[src/rtl/retire_free_list.sv]
// -----------------------------------------------------------------------------
// retire_free_list
//   Free list of physical register tags for a two-wide rename/retire pipeline.
//   Retiring instructions return their superseded physical tag to the tail of
//   a circular FIFO; rename pulls up to two tags per cycle from the head.
//
// Ports
//   clk            rising-edge clock
//   rst            asynchronous active-low reset
//   ret0_valid     retire slot 0 valid (oldest)
//   ret0_rd        slot 0 new physical destination (interface only)
//   ret0_old_rd    slot 0 superseded physical destination, returned to list
//   ret1_valid     retire slot 1 valid (younger)
//   ret1_rd        slot 1 new physical destination (interface only)
//   ret1_old_rd    slot 1 superseded physical destination, returned to list
//   alloc_en0      rename consumes free_preg0 this cycle
//   alloc_en1      rename consumes free_preg1 this cycle
//   free_preg0     oldest free tag (head)
//   free_preg1     second-oldest free tag (head+1)
//   free_valid     bit i set when free_preg_i holds a real free tag
//   free_count     number of free tags held
//   rename_stall   fewer than two free tags available
//   retired_count  instructions retired since reset (wraps)
//   overflow_err   sticky: a returned tag was dropped because the list was full
//   underflow_err  sticky: an allocation request could not be honoured
// -----------------------------------------------------------------------------
module retire_free_list #(
    parameter int NUM_PREG = 64,
    parameter int NUM_AREG = 32
) (
    input  logic                                clk,
    input  logic                                rst,
    input  logic                                ret0_valid,
    input  logic [$clog2(NUM_PREG)-1:0]         ret0_rd,
    input  logic [$clog2(NUM_PREG)-1:0]         ret0_old_rd,
    input  logic                                ret1_valid,
    input  logic [$clog2(NUM_PREG)-1:0]         ret1_rd,
    input  logic [$clog2(NUM_PREG)-1:0]         ret1_old_rd,
    input  logic                                alloc_en0,
    input  logic                                alloc_en1,
    output logic [$clog2(NUM_PREG)-1:0]         free_preg0,
    output logic [$clog2(NUM_PREG)-1:0]         free_preg1,
    output logic [1:0]                          free_valid,
    output logic [$clog2(NUM_PREG+1)-1:0]       free_count,
    output logic                                rename_stall,
    output logic [31:0]                         retired_count,
    output logic                                overflow_err,
    output logic                                underflow_err
);

    localparam int TAG_W = $clog2(NUM_PREG);
    localparam int CNT_W = $clog2(NUM_PREG + 1);
    localparam logic [TAG_W-1:0] TAG_ONE  = TAG_W'(1);
    localparam logic [TAG_W-1:0] TAG_ZERO = {TAG_W{1'b0}};

    logic [TAG_W-1:0] mem_r [NUM_PREG];
    logic [TAG_W-1:0] head_r;
    logic [TAG_W-1:0] tail_r;
    logic [CNT_W-1:0] count_r;
    logic [31:0]      retired_r;
    logic             overflow_r;
    logic             underflow_r;

    logic             pop0_s;
    logic             pop1_s;
    logic [1:0]       pops_s;
    logic             uflow_s;
    logic             push0_s;
    logic             push1_s;
    logic [1:0]       req_s;
    logic [1:0]       acc_s;
    logic             oflow_s;
    logic [CNT_W-1:0] space_s;
    logic [TAG_W-1:0] first_tag_s;
    logic [CNT_W-1:0] count_next_s;

    // Combinational read of the two oldest entries; no bypass of same-cycle pushes.
    always_comb begin
        free_preg0   = mem_r[head_r];
        free_preg1   = mem_r[head_r + TAG_ONE];
        free_valid   = {(count_r >= CNT_W'(2)), (count_r >= CNT_W'(1))};
        free_count   = count_r;
        rename_stall = (count_r < CNT_W'(2));
    end

    // Decide which allocation requests are honoured and flag the rest.
    always_comb begin
        pop0_s  = 1'b0;
        pop1_s  = 1'b0;
        uflow_s = 1'b0;
        if (alloc_en0 && free_valid[0]) begin
            pop0_s = 1'b1;
        end else begin
            pop0_s = 1'b0;
        end
        // Slot 1 can only be taken together with slot 0 so the head stays contiguous.
        if (alloc_en0 && alloc_en1 && free_valid[1]) begin
            pop1_s = 1'b1;
        end else begin
            pop1_s = 1'b0;
        end
        if ((alloc_en1 && !alloc_en0) || (alloc_en0 && !free_valid[0]) ||
            (alloc_en1 && !free_valid[1])) begin
            uflow_s = 1'b1;
        end else begin
            uflow_s = 1'b0;
        end
        pops_s = {1'b0, pop0_s} + {1'b0, pop1_s};
    end

    // Collect returned tags in age order and clip them to the room left after pops.
    always_comb begin
        push0_s     = ret0_valid && (ret0_old_rd != TAG_ZERO);
        push1_s     = ret1_valid && (ret1_old_rd != TAG_ZERO);
        req_s       = {1'b0, push0_s} + {1'b0, push1_s};
        // When slot 0 has nothing to return, slot 1 takes the tail position.
        first_tag_s = push0_s ? ret0_old_rd : ret1_old_rd;
        space_s     = CNT_W'(NUM_PREG) - count_r + CNT_W'(pops_s);
        if (CNT_W'(req_s) <= space_s) begin
            acc_s   = req_s;
            oflow_s = 1'b0;
        end else begin
            // Only reachable with space 0 or 1, so the low bits are exact.
            acc_s   = space_s[1:0];
            oflow_s = 1'b1;
        end
        count_next_s = count_r + CNT_W'(acc_s) - CNT_W'(pops_s);
    end

    // Tag storage: reset maps the non-architectural registers as free.
    always_ff @(posedge clk or negedge rst) begin
        if (!rst) begin
            for (int i = 0; i < NUM_PREG; i++) begin
                if (i < NUM_AREG) begin
                    mem_r[i] <= TAG_W'(NUM_AREG + i);
                end else begin
                    mem_r[i] <= TAG_ZERO;
                end
            end
        end else begin
            if (acc_s != 2'd0) begin
                mem_r[tail_r] <= first_tag_s;
            end
            if (acc_s == 2'd2) begin
                mem_r[tail_r + TAG_ONE] <= ret1_old_rd;
            end
        end
    end

    // Pointers, occupancy, retire counter and sticky error flags.
    always_ff @(posedge clk or negedge rst) begin
        if (!rst) begin
            head_r      <= TAG_ZERO;
            tail_r      <= TAG_W'(NUM_AREG);
            count_r     <= CNT_W'(NUM_PREG - NUM_AREG);
            retired_r   <= 32'd0;
            overflow_r  <= 1'b0;
            underflow_r <= 1'b0;
        end else begin
            head_r      <= head_r + TAG_W'(pops_s);
            tail_r      <= tail_r + TAG_W'(acc_s);
            count_r     <= count_next_s;
            retired_r   <= retired_r + {31'd0, ret0_valid} + {31'd0, ret1_valid};
            overflow_r  <= overflow_r | oflow_s;
            underflow_r <= underflow_r | uflow_s;
        end
    end

    assign retired_count = retired_r;
    assign overflow_err  = overflow_r;
    assign underflow_err = underflow_r;

endmodule

[config.mk]
export PLATFORM = sky130hd
export DESIGN_NAME = retire_free_list
export DESIGN_NICKNAME = d
export VERILOG_FILES = /design/src/rtl/retire_free_list.sv
export SDC_FILE = /design/constraint.sdc
export NUM_CORES = 2
export LEC_CHECK = 0
export BUFFER_PORTS_ARGS = -buffer_cell sky130_fd_sc_hd__buf_2
export CORE_MARGIN = 5
export CORE_UTILIZATION = 30
export DETAILED_ROUTE_END_ITERATION = 12
export MAX_ROUTING_LAYER = met4
export PLACE_DENSITY = 0.52
export SLEW_MARGIN = 30
export SYNTH_ARGS = -nofsm -noshare
export SYNTH_HDL_FRONTEND = slang
export SYNTH_SLANG_ARGS = --single-unit
[constraint.sdc]
create_clock -name clk -period 12.14 [get_ports clk]
set_input_delay 0.607 -clock clk [delete_from_list [all_inputs] [get_ports clk]]
set_output_delay 0.607 -clock clk [all_outputs]
set_load 0.005 [all_outputs]
# After elaboration in Yosys (flattened, before gate mapping)

Cells that the tools add are included.

Bits in registers: 437
Output and inout bits: 56

Mux-type cells: 20
Add/subtract/negate cells: 12
Reductions and logical operators: 18
Bitwise gates (word level): 6
$lt $le $gt $ge: 10
Equal/unequal tests: 1

Operators by type and width:

| operator              | count |
|---|---|
| $bwmux W384           | 2 |
| $mux W384             | 2 |
| $bmux W6 S6           | 2 |
| $demux W6 S6          | 2 |
| $add A32 B1 Y32       | 2 |
| $mux W6               | 7 |
| $ge A7 B7 Y1 const B  | 4 |
| $not A6 Y7            | 4 |
| $add A7 B2 Y7         | 2 |
| $lt A7 B1 Y1 const B  | 2 |
| $add A6 B1 Y6 const B | 2 |
| $add A6 B2 Y6         | 2 |
| $reduce_bool A6 Y1    | 2 |
| $logic_and A1 B1 Y1   | 10 |
| $ge A7 B1 Y1 const B  | 1 |
| $ge A7 B2 Y1 const B  | 1 |
| $le A2 B7 Y1          | 1 |
| $lt A7 B2 Y1 const B  | 1 |
| $sub A7 B2 Y7         | 1 |
| $sub A7 B7 Y7 const A | 1 |
| $add A1 B1 Y2         | 2 |
| $mux W1               | 4 |
| $logic_not A1 Y1      | 3 |
| $eq A2 B2 Y1 const B  | 1 |
| other kinds (4)       | 6 |

# Longest topological paths before layout

Depth after elaboration: 11
Gate-level depth with buffers: 32
Gate-level depth less buffers: 32

# Worst setup path before layout

No wires, ideal clock.

Path type: reg2reg
Start: reg count_r[3] (netlist: free_count[3])
End: reg count_r[6] (netlist: free_count[6])
Data arrival time: 5,240 ps
Library setup time: 128 ps
Data required time: 12,012 ps
Path slack: 6,773 ps
Period minus slack after synthesis: 5,367 ps
Path buffers: 0
Stages on the path, launching flop included: 31
Cell sequence: dfrtp_1 -> inv_1 -> ha_1 -> o21ai_0 -> nand2_1 -> a21boi_0 -> o31ai_1 -> and3_1 -> ha_1 -> inv_1 -> ha_1 -> inv_1 -> fa_1 -> inv_1 -> ha_1 -> nor2b_1 -> o211ai_1 -> nor2_1 -> nand2_1 -> nor2_1 -> a21o_1 -> fa_1 -> inv_1 -> fa_1 -> inv_1 -> a21oi_1 -> nor2_1 -> nor2_1 -> o21bai_1 -> a21oi_1 -> xor2_1

Cells in the longest elaborated chain, start to end: 9

RTL lines:

| element                  | line | source |
|---|---|---|
| start: declaration       | 59   | `logic [CNT_W-1:0] count_r;` |
| start signal: assignment | 155  | `count_r <= CNT_W'(NUM_PREG - NUM_AREG);` |
| start signal: assignment | 162  | `count_r <= count_next_s;` |
| $ge A7 B2 Y1 *           | 81   | `free_valid = {(count_r >= CNT_W'(2)), (count_r >= CNT_W'(1))};` |
| net free_valid[1]        | 43   | `output logic [1:0] free_valid,` |
| $logic_and A1 B1 Y1 *    | 97   | `if (alloc_en0 && alloc_en1 && free_valid[1]) begin` |
| $mux W1 *                | 97   |  |
| $add A1 B1 Y2 *          | 108  | `pops_s = {1'b0, pop0_s} + {1'b0, pop1_s};` |
| $add A7 B2 Y7            | 118  | `space_s = CNT_W'(NUM_PREG) - count_r + CNT_W'(pops_s);` |
| $le A2 B7 Y1             | 119  | `if (CNT_W'(req_s) <= space_s) begin` |
| $mux W2                  | 119  |  |
| $add A7 B2 Y7            | 127  | `count_next_s = count_r + CNT_W'(acc_s) - CNT_W'(pops_s);` |
| $sub A7 B2 Y7 *          | 127  |  |
| net count_next_s[6]      | 75   | `logic [CNT_W-1:0] count_next_s;` |

Mark *: on every way through the listed nets, which the timed path passes. The rest lies on a longest branch.

# Worst setup path in the final report

Start: reg count_r[3] (netlist: free_count[3])
End: reg mem_r[58] in the netlist's numbering

Cells in the longest elaborated chain, start to end: 11

RTL lines:

| element                                      | line   | source |
|---|---|---|
| $ge A7 B1 Y1 or $ge A7 B2 Y1 (tied branches) | 81     |  |
| $logic_and A1 B1 Y1 (on tied branches)       | 91, 97 |  |
| $mux W1 (on tied branches)                   | 91, 97 |  |
| $add A1 B1 Y2                                | 108    |  |
| $add A7 B2 Y7 *                              | 118    |  |
| $le A2 B7 Y1                                 | 119    |  |
| $mux W2 *                                    | 119    |  |
| $reduce_bool A2 Y1                           | 141    | `if (acc_s != 2'd0) begin` |
| $mux W384                                    | 141    |  |
| $bwmux W384                                  | 145    | `mem_r[tail_r + TAG_ONE] <= ret1_old_rd;` |
| $mux W384 *                                  | 144    | `if (acc_s == 2'd2) begin` |
| end signal: indexed assignment               | 135    | `mem_r[i] <= TAG_W'(NUM_AREG + i);` |
| end signal: indexed assignment               | 142    | `mem_r[tail_r] <= first_tag_s;` |
| end signal: indexed assignment               | 145    |  |
| end: declaration                             | 56     | `logic [TAG_W-1:0] mem_r [NUM_PREG];` |

Every way passes the cells marked *; elsewhere a longest branch is shown, timed or not.

==> impl_summary.txt <==
----------------------------------------------------
[Run status]
  Status ... finished clean

[Timing]
  Minimum clock period after layout ... between 6 and 7 ns
  Achievable clock frequency ... ~160 MHz
  Max transition margin ... between 30% and 40%
  Final hold violation count ... 0
  Worst Max-Slew Pin Slew ... roughly 0.97 ns
  Unrepaired setup endpoints after global routing ... false
  Share of the clock period used by the worst path ... between 50% and 60%
  Final Worst Setup Slack ... around 6 ns
  Clock Skew ... about 0.024 ns
  Final setup violation count ... 0
  Fin. max-slew vios ... 0
  Setup TNS Final ... 0 ns

[Routing]
  Iteration count of the initial detailed-routing pass ... 6
  Routed via count ... 21500
  Highest metal layer with signal wires ... met4
  Metal-1 WL ... between 40000 and 50000 µm
  Final antenna-violating net count ... 0
  Met2 WL post-DR ... 47400 µm
  Met3 WL ... just under 10000 µm
  DRC marker count from the first detailed-route iteration ... approximately 2300
  DR DRC count ... 0
  WL final ... between 100000 and 150000 µm
  Routed len/inst ... between 30 and 40 µm
  Via-per-instance ratio ... roughly 6.3

[Layout]
  Register Area ... 11100 µm²
  Synthesis-to-finish area growth ... 12.4%
  Final standard cell utilization of the core ... about a third
  Fraction of layout instances using a drive strength above 1 ... 29.3%
  Summed area of non-filler cells in the final layout ... 30900 µm²
  Footprint of the multi-input gates ... between 15000 and 20000 µm²
  Total number of nets in the final design ... 2252
  Number of filler instances in the final layout ... 8937

[CTS]
  Clock Tree Buf Depth ... 3
  Clock tree root buffer cell ... clkbuf_16
  Clock tree from TritonCTS ... done
  Clk sink count ... around 440
  Worst-skew pair later-pin latency ... between 0.6 and 0.7 ns
  Htree depth ... 2
  Setup repair bufs after CTS ... 0
  Resized Gates After CTS ... 0
  Total of hold buffers inserted after clock tree synthesis ... 0
  Clock-pin slew on the worst setup and hold paths ... roughly 0.07 ns
  Number of clock buffers inserted by TritonCTS ... 53

[Setup path]
  Maximum fanout along the worst path ... 18
  Startpoint type of the worst setup path ... flip-flop
  Ordered list of cells on the worst path ... inv_1, ha_1, o21ai_0, nand2_1, a21boi_0, o31ai_1, and3_1, ha_1, inv_1, ha_1, inv_1, fa_1, inv_1, ha_1, nor2b_1, o211ai_1, or2_1, o211a_1, nor2_2, buf_4, or3_1, mux2_1
  CP Data Required Time ... approximately 13 ns
  Number of buffers and inverters on the critical path ... 5
  Critical setup path kind ... reg2reg
  Data arrival time of the critical path ... between 6 and 7 ns
  Max stage delay on crit path ... a little under 0.8 ns
  Slowest stage cell, crit path ... o211a_1
  Largest delay share family, worst path ... adder cells
  Critical path endpoint category ... flip-flop

[Logic synthesis]
  Post-synthesis sequential area ratio ... around 40%
  Post-Synthesis Mean Instance Area ... ~12 µm²
  Largest area contributor in the netlist ... dfrtp_1
  FFs w/ async S/R, synth ... between 90% and 100%
  Most frequently used flop master after synthesis ... dfrtp_1
  Synthesized netlist cell count ... about 2200
  Area of the mapped netlist ... 27500 µm²
  Most frequent cell after synthesis ... dfrtp_1
  Cell types occupying the most area after synthesis ... dfrtp_1, mux4_2, mux2i_1
  Number of flops mapped to enable cells by yosys ... 0
  Number of distinct standard cells referenced by the synthesized netlist ... 62
  Leading post-synthesis cells by instance count ... dfrtp_1, mux2i_1, mux4_2, o22ai_1, o2bb2ai_1
  Warnings from Yosys ... 0
  Top cell type's share of synthesized area ... between 20% and 30%
  Syn nets ... 2303
  Number of synthesized register bits ... 437

[Power and ir drop]
  Reported leakage power ... 0.0122 µW
  Pwr per Cell Area ... about 330 nW/µm²
  Total power after layout ... 10300 µW
  Worst IR Drop VDD ... roughly 0.16 mV

[Floorplan]
  Core area ... 91400 µm²
  Number of ports placed on the die boundary ... 86
  Starting density of the core ... approximately 30%
  Die Span Y ... about 310 µm
  Horizontal extent of the die ... roughly 310 µm
  Standard-cell rows ... about 110
  Area of the die ... 97900 µm²

[Global route]
  Aggregate global routing overflow ... 0
  First-pass GRT wire length ... about 150000 µm
  Vias in the first global route ... between 20000 and 25000
  Initial antenna violation count ... 6
  Global-route usage over all layers ... 21.4%
  Largest net degree at the start of global routing ... approximately 120

[Placed design]
  Placed inst area ... 28900 µm²
  Dpl hpwl ... ~66000 µm
  RePlAce Congestion ... between 0.8 and 0.9
  Port Buf Inserts ... 73
  Worst slack, placed ... about 5.9 ns

[Min path]
  Type of the tightest min-delay check ... in2reg

[Run]
  Number of maximum-capacitance violations ... 0

----------------------------------------------------
==> layer usage <==
| metal | up-vias | GRT usage [%] |
|---|---|---|
| met1 | 11300 | 27.3 |
| met4 | 0 | 9.98 |
| met3 | 298 | 5.00 |
| met2 | 1221 | 32.3 |
| met5 | - | - |
| li1 | 8756 | - |
==> area by class of cell <==
type                            instances  area share (%)
Antenna cell                            7          0.0566
Multi-Input combinational cell       1534            49.9
Inverter                               45           0.550
Timing Repair Buffer                  119            2.62
Sequential cell                       437            35.8
Clock buffer                           69            4.88
Clock inverter                         30            1.32
Tap cell                             1186            4.80
==> placed cells by master, fill, tap and decap left out, types with 7 or more instances in the layout <==
cell,n
a22oi_1,7
and3_1,32
buf_2,72
buf_4,33
buf_6,9
bufinv_16,9
clkbuf_16,55
clkbuf_8,8
clkinv_2,14
dfrtp_1,319
dfstp_2,114
diode_2,7
ha_1,25
inv_1,39
mux2i_1,315
mux4_2,252
nand2_1,88
nand3_1,23
nor2_1,71
nor2_2,22
nor3_1,47
o21ai_0,68
o21ai_1,15
o221ai_1,66
o22ai_1,189
o2bb2ai_1,126
or2_2,11
or3_1,22
xnor2_1,30
xor2_1,22
==> path summary, 6_finish.rpt <==
check	startpoint	end	slack (ns)	cells after the start
max	free_count[3]	mem_r[58]	6.05	22
max reg2reg	free_count[3]	mem_r[58]	6.05	22
min reg2reg	overflow_err	overflow_err	0.47	1
max in group asynchronous	rst	mem_r[155]	9.34	5
min in group asynchronous	rst	mem_r[75]	0.54	2
min	alloc_en1	underflow_err	0.24	2
==> kinds of logic after synthesis <==
group           share of synthesized area, %
flops                                   40.2
mux                                     32.4
compound gates                          12.9
xor+xnor                                1.72
simple gates                            6.93
fa+ha+maj                               1.62
buf+inv                                 4.22
==> state kept, by name (all words and copies together) (netlist names) <==
name,count
free_count,7
mem_r,384
underflow_err,1
head_r,6
overflow_err,1
retired_count,32
tail_r,6
==> per-stage QoR <==
| stage | hold WS [ns] | std cells |
|---|---|---|
| 2_1_floorplan | 0.311 | 2241 |
| 3_3_place_gp | 0.455 | 3317 |
| 3_5_place_dp | 0.447 | 3318 |
| 4_1_cts | 0.134 | 3417 |
| 5_1_grt | 0.257 | 3426 |
| 6_report | 0.241 | 3427 |
==> worst reg2reg max path, stage by stage (launching register included) <==
cell and delay (ns):
dfrtp_1 0.39, inv_1 0.12, ha_1 0.26, o21ai_0 0.09, nand2_1 0.07, a21boi_0 0.30
o31ai_1 0.19, and3_1 0.22, ha_1 0.36, inv_1 0.08, ha_1 0.16, inv_1 0.06
fa_1 0.52, inv_1 0.10, ha_1 0.30, nor2b_1 0.13, o211ai_1 0.21, or2_1 0.23
o211a_1 0.78, nor2_2 0.15, buf_4 0.27, or3_1 0.58, mux2_1 0.39
==> power breakdown <==
part           internal [µW]  total, µW  switching [µW]
registers               2290       3060             773
clock network           1070       1760             689
logic                   2560       5440            2880
No activity file was read; power rests on OpenSTA's default activity.
